**config.mk**
```make
export PLATFORM = sky130hd
export DESIGN_NAME = fnd_scan_driver
export DESIGN_NICKNAME = d
export VERILOG_FILES = /design/src/rtl/fnd_scan_driver.sv
export SDC_FILE = /design/constraint.sdc
export NUM_CORES = 1
export LEC_CHECK = 0
export CORE_ASPECT_RATIO = 0.6
export CORE_MARGIN = 2
export CORE_UTILIZATION = 50
export DETAILED_ROUTE_END_ITERATION = 7
export GPL_TIMING_DRIVEN = 0
export HOLD_SLACK_MARGIN = 0.12
export PLACE_DENSITY = 0.76
export SYNTH_ARGS = -nofsm -noshare
export SYNTH_HDL_FRONTEND = slang
export SYNTH_SLANG_ARGS = --single-unit
```
**constraint.sdc**
```tcl
create_clock -name i_clk -period 5.3 [get_ports i_clk]
set_input_delay 0.795 -clock i_clk [delete_from_list [all_inputs] [get_ports i_clk]]
set_output_delay 0.795 -clock i_clk [all_outputs]
set_load 0.02 [all_outputs]
```
**src/rtl/fnd_scan_driver.sv**
```systemverilog
// fnd_scan_driver: four-digit multiplexed 7-segment scanner with blanking and a double-buffered value
module fnd_scan_driver #(
    parameter int P_CLK_DIV = 100000,
    parameter int P_BLANK   = 1000
) (
    input  logic        i_clk,
    input  logic        i_reset,
    input  logic [15:0] i_value,
    input  logic [3:0]  i_dp,
    input  logic        i_load,
    input  logic        i_on,
    output logic [3:0]  o_com,
    output logic [7:0]  o_seg,
    output logic [1:0]  o_digit
);
    localparam int W = $clog2(P_CLK_DIV);
    localparam logic [W-1:0] C_TC = W'(P_CLK_DIV - 1);
    // active-low {g..a} patterns, entry 15 first
    localparam logic [15:0][6:0] C_HEX = {
        7'h0E, 7'h06, 7'h21, 7'h46, 7'h03, 7'h08, 7'h10, 7'h00,
        7'h78, 7'h02, 7'h12, 7'h19, 7'h30, 7'h24, 7'h79, 7'h40
    };

    logic [W-1:0]       r_pre;
    logic [1:0]         r_idx;
    logic [15:0]        r_act_val;
    logic [15:0]        r_pend_val;
    logic [3:0]         r_act_dp;
    logic [3:0]         r_pend_dp;
    logic               r_pend_vld;
    logic               w_tc;
    logic               w_frame;
    logic               w_blank;
    logic signed [31:0] w_pre_s;
    logic [3:0]         w_nib;

    assign w_tc    = r_pre == C_TC;
    assign w_frame = w_tc && (r_idx == 2'd3);
    // signed compare keeps P_BLANK = 0 a plain never-blank case
    assign w_pre_s = 32'(r_pre);
    assign w_blank = w_pre_s < P_BLANK;
    assign w_nib   = r_act_val[{r_idx, 2'b00} +: 4];

    // slot prescaler and digit index; both held at zero while the display is off
    always_ff @(posedge i_clk or posedge i_reset) begin
        if (i_reset) begin
            r_pre <= '0;
            r_idx <= '0;
        end else if (!i_on) begin
            r_pre <= '0;
            r_idx <= '0;
        end else if (w_tc) begin
            r_pre <= '0;
            r_idx <= r_idx + 2'd1;
        end else begin
            r_pre <= r_pre + 1'b1;
        end
    end

    // pending/active buffers: swap only at a frame boundary so a frame never tears
    always_ff @(posedge i_clk or posedge i_reset) begin
        if (i_reset) begin
            r_act_val  <= '0;
            r_act_dp   <= '0;
            r_pend_val <= '0;
            r_pend_dp  <= '0;
            r_pend_vld <= 1'b0;
        end else if (i_load && w_frame) begin
            r_act_val  <= i_value;
            r_act_dp   <= i_dp;
            r_pend_vld <= 1'b0;
        end else if (i_load) begin
            r_pend_val <= i_value;
            r_pend_dp  <= i_dp;
            r_pend_vld <= 1'b1;
        end else if (w_frame && r_pend_vld) begin
            r_act_val  <= r_pend_val;
            r_act_dp   <= r_pend_dp;
            r_pend_vld <= 1'b0;
        end
    end

    // registered drive: commons blank at slot start, segments always follow the current digit
    always_ff @(posedge i_clk or posedge i_reset) begin
        if (i_reset) begin
            o_com   <= 4'hF;
            o_seg   <= 8'hFF;
            o_digit <= 2'd0;
        end else begin
            o_com   <= (i_on && !w_blank) ? ~(4'b0001 << r_idx) : 4'hF;
            o_seg   <= i_on ? {~r_act_dp[r_idx], C_HEX[w_nib]} : 8'hFF;
            o_digit <= i_on ? r_idx : 2'd0;
        end
    end
endmodule
```
-- Yosys cells after proc, flatten, opt, wreduce, memory -nomap -nowiden
Memories as Yosys holds them, arrays and structs flattened.
Index checks and enable logic that the tools add are counted.
- add/subtract/negate cells: 2
- $lt $le $gt $ge: 3
- equality and inequality tests: 4
- shift operators: 2
- muxes and demuxes: 19
- bitwise logic cells: 3
- reduce and logical (&&, ||, !) cells: 9
- operators by type and width (cell ; count):
    two-way mux 16 bit ; 3
    two-way mux 17 bit ; 2
    adder 17 x 1 -> 17 bit (second input constant) ; 1
    == test 17 bit (second input constant) ; 1
    less-than comparator 17 x 10 -> 1 bit (second input constant) ; 1
    two-way mux 4 bit ; 4
    variable part select 16 x 5 -> 4 bit ; 1
    two-way mux 8 bit ; 1
    two-way mux 7 bit ; 1
    two-way mux 2 bit ; 3
    less-than comparator 4 x 5 -> 1 bit (second input constant) ; 1
    logical AND 1 bit ; 4
    two-way mux 1 bit ; 4
    != test 2 x 1 -> 1 bit (second input constant) ; 2
    inverter 4 bit ; 1
    AND reduction 2 bit ; 2
    << shifter 1 x 2 -> 4 bit (first input constant) ; 1
    less-than comparator 2 x 3 -> 1 bit (second input constant) ; 1
    nonzero test 3 bit ; 1
    adder 2 x 1 -> 2 bit (second input constant) ; 1
    binary-select mux 1 bit (select 2 bit) ; 1
    == test 2 bit (second input constant) ; 1
    inverter 1 bit ; 2
    nonzero test 2 bit ; 1
    logical NOT 1 bit ; 1
- bits in registers: 74
- bits in read-only memories: 112
- output and inout bits: 14
- logic and storage cells: 53
- memories: 1
- memories (name ; depth ; width ; read ports ; clocked after memory_dff ; write ports ; RTL line ; RTL):
    (name not given) ; 16 ; 7 ; 1 ; 0 ; 0 ; 91 ; o_seg <= i_on ? {~r_act_dp[r_idx], C_HEX[w_nib]} : 8'hFF;

-- Longest topological paths before layout
Gate-level depths: netlist of the first run.
- word-level depth: 6
- gate-level depth with buffers: 9

-- Worst setup path before layout of the first run
OpenSTA, ideal clock, no wires.
- path type: reg2reg
- from: register r_pre[11]
- to: register r_pend_dp[0]
- library setup time: 0.125 ns
- data arrival time: 2.010 ns
- required time: 5.175 ns
- path slack: 3.165 ns
- stages on the path, launching flop included: 8
- path buffers: 2
- clock period less this slack: 2.135 ns
- cell sequence: dfrtp_1 -> or4_4 -> nor4_2 -> and2_1 -> buf_4 -> nor2_2 -> buf_6 -> mux2_4
- word-level cells in the longest chain between the ends: 5
- ends and longest elaborated chain (what ; RTL line ; RTL):
    from (decl) ; 24 ; logic [W-1:0] r_pre;
    from (signal assigned) ; 56 ; r_pre <= r_pre + 1'b1;
    == test 17 bit ; 37 ; assign w_tc = r_pre == C_TC;
    logical AND 1 bit ; 38 ; assign w_frame = w_tc && (r_idx == 2'd3);
    logical AND 1 bit ; 68 ; end else if (i_load && w_frame) begin
    inverter 1 bit (no source line) ; -- ;
    AND reduction 2 bit (no source line) ; -- ;
    to (signal assigned) ; 74 ; r_pend_dp <= i_dp;
    to (decl) ; 29 ; logic [3:0] r_pend_dp;
Every way passes these cells.
A chain may end at the register's enable or synchronous reset.

-- Final worst setup path of the first run
- from: register r_pre[11]
- to: register r_pre[10]
- word-level cells in the longest chain between the ends: 3
- ends and longest elaborated chain (what ; RTL line ; RTL):
    == test 17 bit ; 37 ;
    two-way mux 17 bit ; 52 ; end else if (w_tc) begin
    two-way mux 17 bit ; 49 ; end else if (!i_on) begin
Every way passes these cells.

==> metrics.md, run 1 <==
| Metric | Value |
|---|---|
| Syn. warnings | `0` |
| Clock Latency Late Sink | `340 ps` |
| Via density | `5.64` |
| Dpl hpwl | `5290 um` |
| Kind of critical path | `reg -> reg` |
| Setup Buffers After CTS | `0` |
| Status | `completed` |
| Skew final | `6.46 ps` |
| FP Rows | `23` |
| Drt drc | `0` |
| Top FF cell, synth | `dfrtp_1` |
| Max Cap Violations | `0` |
| Starting density of the core | `52.7%` |
| Post-Syn Area | `3600 sq um` |
| ANT cells | `0` |
| CTS tree | `yes` |
| I/O Buffers | `36` |
| Cell chain of the critical path | `or4_4 -> nor4_1 -> nand2b_1 -> clkbuf_2 -> buf_2 -> nor2_1` |
| CTS Sinks | `74` |
| Crit start category | `flop` |
| Core area | `6820 sq um` |
| Inst Count DP | `425` |
| Worst slew pin tran | `644 ps` |
| I/O pin count | `38` |
| Pint | `1.04 mW` |
| Leakage | `1.85 nW` |
| Critical Path End Type | `flop` |
| Grt ovf | `0` |
| Clk buf depth | `2` |
| CP top delay family | `simple AND/OR/NAND/NOR gates` |
| Reg-to-reg slack, setup | `2820 ps` |
| Pre-Repair DR Iteration Count | `5` |
| # H-tree levels | `3` |
| WP buf/inv | `2` |
| CTS buffer count | `9` |
| Layout area overhead | `22.5%` |
| Post-DRT Antenna Nets | `0` |
| NetSw | `0.274 mW` |
| Mean routed wirelength per cell | `17.0 um` |
| PostCTS Resize Cnt | `0` |
| Post-layout min period | `2480 ps` |
| Hold endpoint | `r_pre[0]` |
| WP data required | `5510 ps` |
| Final Hold Fails | `0` |
| Via count | `2,487` |
| Gate power share | `7.3%` |
| Fraction of registers with async set/reset | `100%` |
| Yosys cell types | `48` |
| DP Area | `4100 sq um` |
| Root buf cell | `clkbuf_16` |
| First-pass GRT wire length | `12,500 um` |
| Largest net degree at the start of global routing | `63` |
| Initial antenna violation count | `0` |
| Drt total wl | `7480 um` |
| Min-Delay Path Depth | `1` |
| Die Wd | `113 um` |
| Seq cells post-synth | `74` |
| Hold path start | `r_pre[0]` |
| Post-Syn Nets | `336` |
| F_max | `402 MHz` |
| Nets | `384` |
| DRT iter0 DRCs | `140` |
| Clock share of power | `47.1%` |
| Post-route clock period utilization | `46.9%` |
| Worst EP arrival | `2700 ps` |
| Peak supply drop | `0.249 mV` |
| Die ar. | `7910 sq um` |
| Unrepaired setup endpoints after global routing | `no` |
| Cells after Synth | `301` |
| GRT Resource Usage Total | `20.9%` |
| Clock slew seen by the registers of the worst setup and hold paths | `50 ps` |
| Worst hold path type | `reg -> reg` |
| Crit path max-delay cell type | `nor4_1` |
| EDFF count, synth | `0` |
| R2R depth | `6` |
| Non-filler cells, final | `441` |
| PD cells | `298 nW/um^2` |
| Post-route cell area | `4400 sq um` |
| Die Span Y | `69.7 um` |
| Hold buffer count at CTS | `0` |
| Vias in the first global route | `2,374` |
| Register share of total power | `45.5%` |
| Share of cells above drive strength 1 | `20.6%` |
| Fin. max-slew vios | `0` |
| Sw frac | `20.9%` |
| GP Congestion | `0.902` |
| Syn avg cell area | `11.9 sq um` |
| CP Max Fanout | `10` |
| Slowest Stage Delay on Critical Path | `610 ps` |
| Crit Reg-Reg Endpoint | `r_pre[10]` |
| Setup TNS | `0 ps` |
| Rel. slew slack | `56.7%` |
| Worst r2r src | `r_pre[11]` |
| Final setup viols | `0` |
| Register area share after synthesis | `51.9%` |
cells by family after synthesis:
group                      Yosys count  share of synthesized area (%)
and+or+nand+nor                     86                           11.8
DFF                                 74                           51.9
AOI/OAI and AO/OA                   56                           12.9
buffers and inverters               30                           4.45
muxes                               28                           11.3
xor gates and xnor gates            16                           3.90
adders and majority gates           11                           3.83
placed cells by master (no fill, tap or decap), types with 3 or more instances in the layout:
cell and instances:
a21boi_0 3, a2bb2oi_1 7, a2bb2oi_2 9, and2_1 5
and3_1 3, buf_2 3, buf_6 3, clkbuf_1 10
clkbuf_16 9, clkbuf_8 3, clkdlybuf4s50_1 36, dfrtp_1 62
dfstp_2 12, ha_1 11, inv_1 11, mux2_2 9
mux2_4 10, mux2i_1 3, mux4_2 5, nand2_1 24
nand3_1 11, nor2_1 24, nor3_1 3, o211ai_1 4
o21ai_0 7, o22ai_1 16, xnor2_1 10, xor2_1 6
sequential cells by signal, indices dropped and copies added (netlist names):
signal and cells:
r_idx 2, o_digit 2, r_pend_dp 4, o_com 4
o_seg 8, r_pre 17, r_pend_val 16, r_act_val 16
r_pend_vld 1, r_act_dp 4
worst max path at each step:
stage              start        endpoint  slack (ps)  depth (start not counted)
3_3_place_gp     i_reset  r_pend_val[12]        1420                          2
3_5_place_dp      i_load   r_act_val[14]        2590                          7
6_report       r_pre[11]       r_pre[10]        2820                          6
5_1_grt        r_pre[11]       r_pre[13]        2720                          6
4_1_cts        r_pre[11]       r_pre[10]        2830                          6
2_1_floorplan    i_reset      o_digit[0]        2640                          1
metal layers:
metal,wire (um),global-route usage [%],vias up
li1,-,-,1165
met1,3820,32.0,1233
met2,3110,27.9,83
met3,506,8.39,6
met4,39,4.07,0
met5,0,0,-
worst reg2reg max path: stages, from the launching register on:
cell      delay (ps)
dfrtp_1          410
or4_4            590
nor4_1           610
nand2b_1         190
clkbuf_2         210
buf_2            270
nor2_1            90
per-stage QoR:
stage          utilization [%]  total power, mW  hold WS, ps  worst slack (ps)
5_1_grt                   64.6             1.37          520              2720
2_1_floorplan                -            0.662          455              2640
4_1_cts                   64.6             1.33          489              2830
3_5_place_dp              60.0            0.704          482              2590
3_3_place_gp              59.6            0.699          473              1420
6_report                  64.6             1.31          485              2820
synthesized netlist by cell type (all sizes together), types with 4 or more instances:
library cell | instances | share of area [%]
a2bb2oi | 16 | 5.5
and2 | 5 | 0.87
buf | 9 | 2.2
clkbuf | 9 | 0.97
dfrtp | 62 | 43
dfstp | 12 | 8.8
ha | 11 | 3.8
inv | 12 | 1.3
mux2 | 20 | 7.3
mux4 | 5 | 3.1
nand2 | 24 | 2.5
nand3 | 11 | 1.5
nor2 | 25 | 2.7
o211ai | 4 | 0.84
o21ai | 7 | 0.97
o22ai | 16 | 2.8
xnor2 | 10 | 2.4
xor2 | 6 | 1.5
power by group through the flow:
| stage | Sequential, mW | Combinational, mW | Clock, mW |
|---|---|---|---|
| 2_1_floorplan | 0.608 | 0.0544 | 0 |
| 5_1_grt | 0.600 | 0.106 | 0.664 |
| 3_5_place_dp | 0.607 | 0.0969 | 0 |
| 6_report | 0.598 | 0.0963 | 0.619 |
| 3_3_place_gp | 0.606 | 0.0923 | 0 |
| 4_1_cts | 0.598 | 0.0974 | 0.631 |
final cells by class:
cell class / count / area, sq um
Buffer: 18 / 115
Clock buffer: 14 / 274
Clock inverter: 2 / 35.0
Fill cell: 507 / 2420
Inverter: 12 / 47.5
Multi-Input combinational cell: 197 / 1570
Sequential cell: 74 / 1870
Tap cell: 87 / 109
Timing Repair Buffer: 37 / 388
Note: power is estimated with default switching activity, not from simulation.
==> inputs of run 2 (changes only) <==
==> constraint.sdc (replaced) <==
create_clock -name i_clk -period 2.5 [get_ports i_clk]
set_input_delay 0.375 -clock i_clk [delete_from_list [all_inputs] [get_ports i_clk]]
set_output_delay 0.375 -clock i_clk [all_outputs]
set_load 0.02 [all_outputs]
==> metrics.md, run 2 (synthesis gave the netlist of run 1 again) <==
| Metric | Value |
|---|---|
| Gate power share | `7.3% (about the same)` |
| Mean routed wirelength per cell | `16.9 um (was 17.0 um)` |
| Drt total wl | `7440 um (was 7480 um)` |
| Cell chain of the critical path | `or4_4 -> nor4_2 -> and2_1 -> buf_4 -> and2b_1 -> buf_6 -> buf_12 -> a2bb2oi_2 (was or4_4 -> nor4_1 -> nand2b_1 -> clkbuf_2 -> buf_2 -> nor2_1)` |
| Via count | `2,481 (was 2,487)` |
| Fillers | `507 (unchanged)` |
| Clock share of power | `47.2% (was 47.1%)` |
| Largest regs | `r_pre: 17 flops, r_act_val: 16 flops, r_pend_val: 16 flops (unchanged)` |
| Grt ovf | `0 (unchanged)` |
| I/O pin count | `38 (unchanged)` |
| Worst EP arrival | `2600 ps (was 2700 ps)` |
| Nets | `384 (unchanged)` |
| ANT cells | `0 (unchanged)` |
| Post-route clock period utilization | `93.5% (was 46.9%)` |
| Skew final | `6.78 ps (was 6.46 ps)` |
| Die Wd | `113 um (unchanged)` |
| Setup TNS | `0 ps (unchanged)` |
| Slowest Stage Delay on Critical Path | `590 ps (was 610 ps)` |
| CTS buffer count | `9 (unchanged)` |
| Sw frac | `21.0% (was 20.9%)` |
| DRT iter0 DRCs | `139 (was 140)` |
| GP Congestion | `0.902 (unchanged)` |
| Worst hold path type | `in -> async (was reg -> reg)` |
| Critical Path End Type | `flop (unchanged)` |
| Vias in the first global route | `2,374 (unchanged)` |
| Final worst slack | `162 ps (was 2820 ps)` |
| CTS Sinks | `74 (unchanged)` |
| Root buf cell | `clkbuf_16 (unchanged)` |
| F_max | `428 MHz (was 402 MHz)` |
| Max Cap Violations | `0 (unchanged)` |
| Layout area overhead | `22.7% (was 22.5%)` |
| Pint | `2.20 mW (was 1.04 mW)` |
| CP Max Fanout | `10 (unchanged)` |
| Final Hold Fails | `0 (unchanged)` |
| WP data required | `2760 ps (was 5510 ps)` |
| Commonest non-fill, non-tap cells in the layout | `dfrtp_1 (62), clkdlybuf4s50_1 (36), nor2_1 (24), nand2_1 (24), o22ai_1 (16) (unchanged)` |
| Setup Buffers After CTS | `0 (unchanged)` |
| Clock slew seen by the registers of the worst setup and hold paths | `60 ps (was 50 ps)` |
| PostCTS Resize Cnt | `0 (unchanged)` |
| Top reg by flops | `r_pre (unchanged)` |
| CTS tree | `yes (unchanged)` |
| PD cells | `632 nW/um^2 (was 298 nW/um^2)` |
| Dpl hpwl | `5290 um (unchanged)` |
| Inst Count DP | `425 (unchanged)` |
| Crit path max-delay cell type | `or4_4 (was nor4_1)` |
| Initial antenna violation count | `0 (unchanged)` |
| Crit start category | `flop (unchanged)` |
| # H-tree levels | `3 (unchanged)` |
| Largest register FFs | `17 (unchanged)` |
| First-pass GRT wire length | `12,500 um (unchanged)` |
| FP Rows | `23 (unchanged)` |
| Status | `completed (unchanged)` |
| Pre-CTS setup slack | `50.8 ps (was 2590 ps)` |
| Worst slew pin tran | `686 ps (was 644 ps)` |
| Unrepaired setup endpoints after global routing | `no (unchanged)` |
| Final setup viols | `0 (unchanged)` |
| Clock Latency Late Sink | `340 ps (about the same)` |
| Pre-Repair DR Iteration Count | `4 (was 5)` |
| GRT Resource Usage Total | `20.9% (unchanged)` |
| Drt drc | `0 (unchanged)` |
| Worst r2r src | `r_pre[11] (unchanged)` |
| Utilization after layout | `64.7% (was 64.6%)` |
| NetSw | `0.584 mW (was 0.274 mW)` |
| Post-DRT Antenna Nets | `0 (unchanged)` |
| Register share of total power | `45.5% (about the same)` |
| Share of cells above drive strength 1 | `21.2% (was 20.6%)` |
| Core area | `6820 sq um (unchanged)` |
| Rel. slew slack | `53.9% (was 56.7%)` |
| Peak supply drop | `0.527 mV (was 0.249 mV)` |
| Clk buf depth | `2 (unchanged)` |
| Non-filler cells, final | `441 (unchanged)` |
| Kind of critical path | `reg -> reg (unchanged)` |
| Reg-to-reg slack, setup | `160 ps (was 2820 ps)` |
| I/O Buffers | `36 (unchanged)` |
| Die ar. | `7910 sq um (unchanged)` |
| Fin. max-slew vios | `0 (unchanged)` |
| Starting density of the core | `52.7% (unchanged)` |
| Commonest non-fill, non-tap cell in the layout | `dfrtp_1 (unchanged)` |
| Leakage | `1.86 nW (was 1.85 nW)` |
| Worst setup path start | `r_pre[11] (unchanged)` |
| R2R depth | `8 (was 6)` |
| Post-layout min period | `2340 ps (was 2480 ps)` |
| Die Span Y | `69.7 um (unchanged)` |
| Via density | `5.63 (was 5.64)` |
| Crit Reg-Reg Endpoint | `r_act_val[1] (was r_pre[10])` |
| Hold buffer count at CTS | `0 (unchanged)` |
| Largest net degree at the start of global routing | `63 (unchanged)` |
## run 2: critical path: cells and delay by family (launching register included)
kind | cells | cell delay (ps)
flops | 1 | 420
compound gates | 1 | 140
simple gates | 4 | 1260
buf+inv | 3 | 440
## run 2: worst max path at each step
stage,slack (ps),endpoint,cells past startpoint
after CTS,30,r_pre[10],6
after global placement,-960,r_pend_val[12],2
after detailed placement,50,r_pre[10],6
after global routing,30,r_act_val[3],8
after floorplan,260,o_digit[0],1
final,160,r_act_val[1],8
## run 2: per-stage QoR
step	total power [mW]	hold slack (ps)	area, sq um
floorplan	1.40	455	3600
global placement	1.48	473	4070
detailed placement	1.49	482	4100
CTS	2.81	312	4400
global route	2.90	329	4410
finish	2.79	308	4410
## run 2: cell type report
| class | instances | area, sq um | area share [%] |
|---|---|---|---|
| flip-flops and latches | 74 | 1870 | 42.3 |
| multi-input cells | 197 | 1580 | 35.7 |
| repair buffers | 37 | 388 | 8.79 |
| clock buffers | 14 | 274 | 6.21 |
| plain buffers | 18 | 116 | 2.64 |
| well taps | 87 | 109 | 2.47 |
| inverters | 12 | 47.5 | 1.08 |
| clock inverters | 2 | 35.0 | 0.794 |
## run 2: power by group through the flow
| stage | clock network, mW | registers (mW) | logic (mW) |
|---|---|---|---|
| global route | 1.41 | 1.27 | 0.224 |
| finish | 1.31 | 1.27 | 0.204 |
| CTS | 1.34 | 1.27 | 0.206 |
| detailed placement | 0 | 1.29 | 0.205 |
| global placement | 0 | 1.29 | 0.196 |
| floorplan | 0 | 1.29 | 0.115 |
## run 2: per-layer routing
metal	vias to the layer above	wire, um	track usage, %	part of all wire, %
met2	82	3080	27.9	41
li1	1171	-	-	-
met1	1221	3850	32.0	52
met5	-	0	0	0
met4	0	59	4.07	0.79
met3	7	448	8.39	6.0
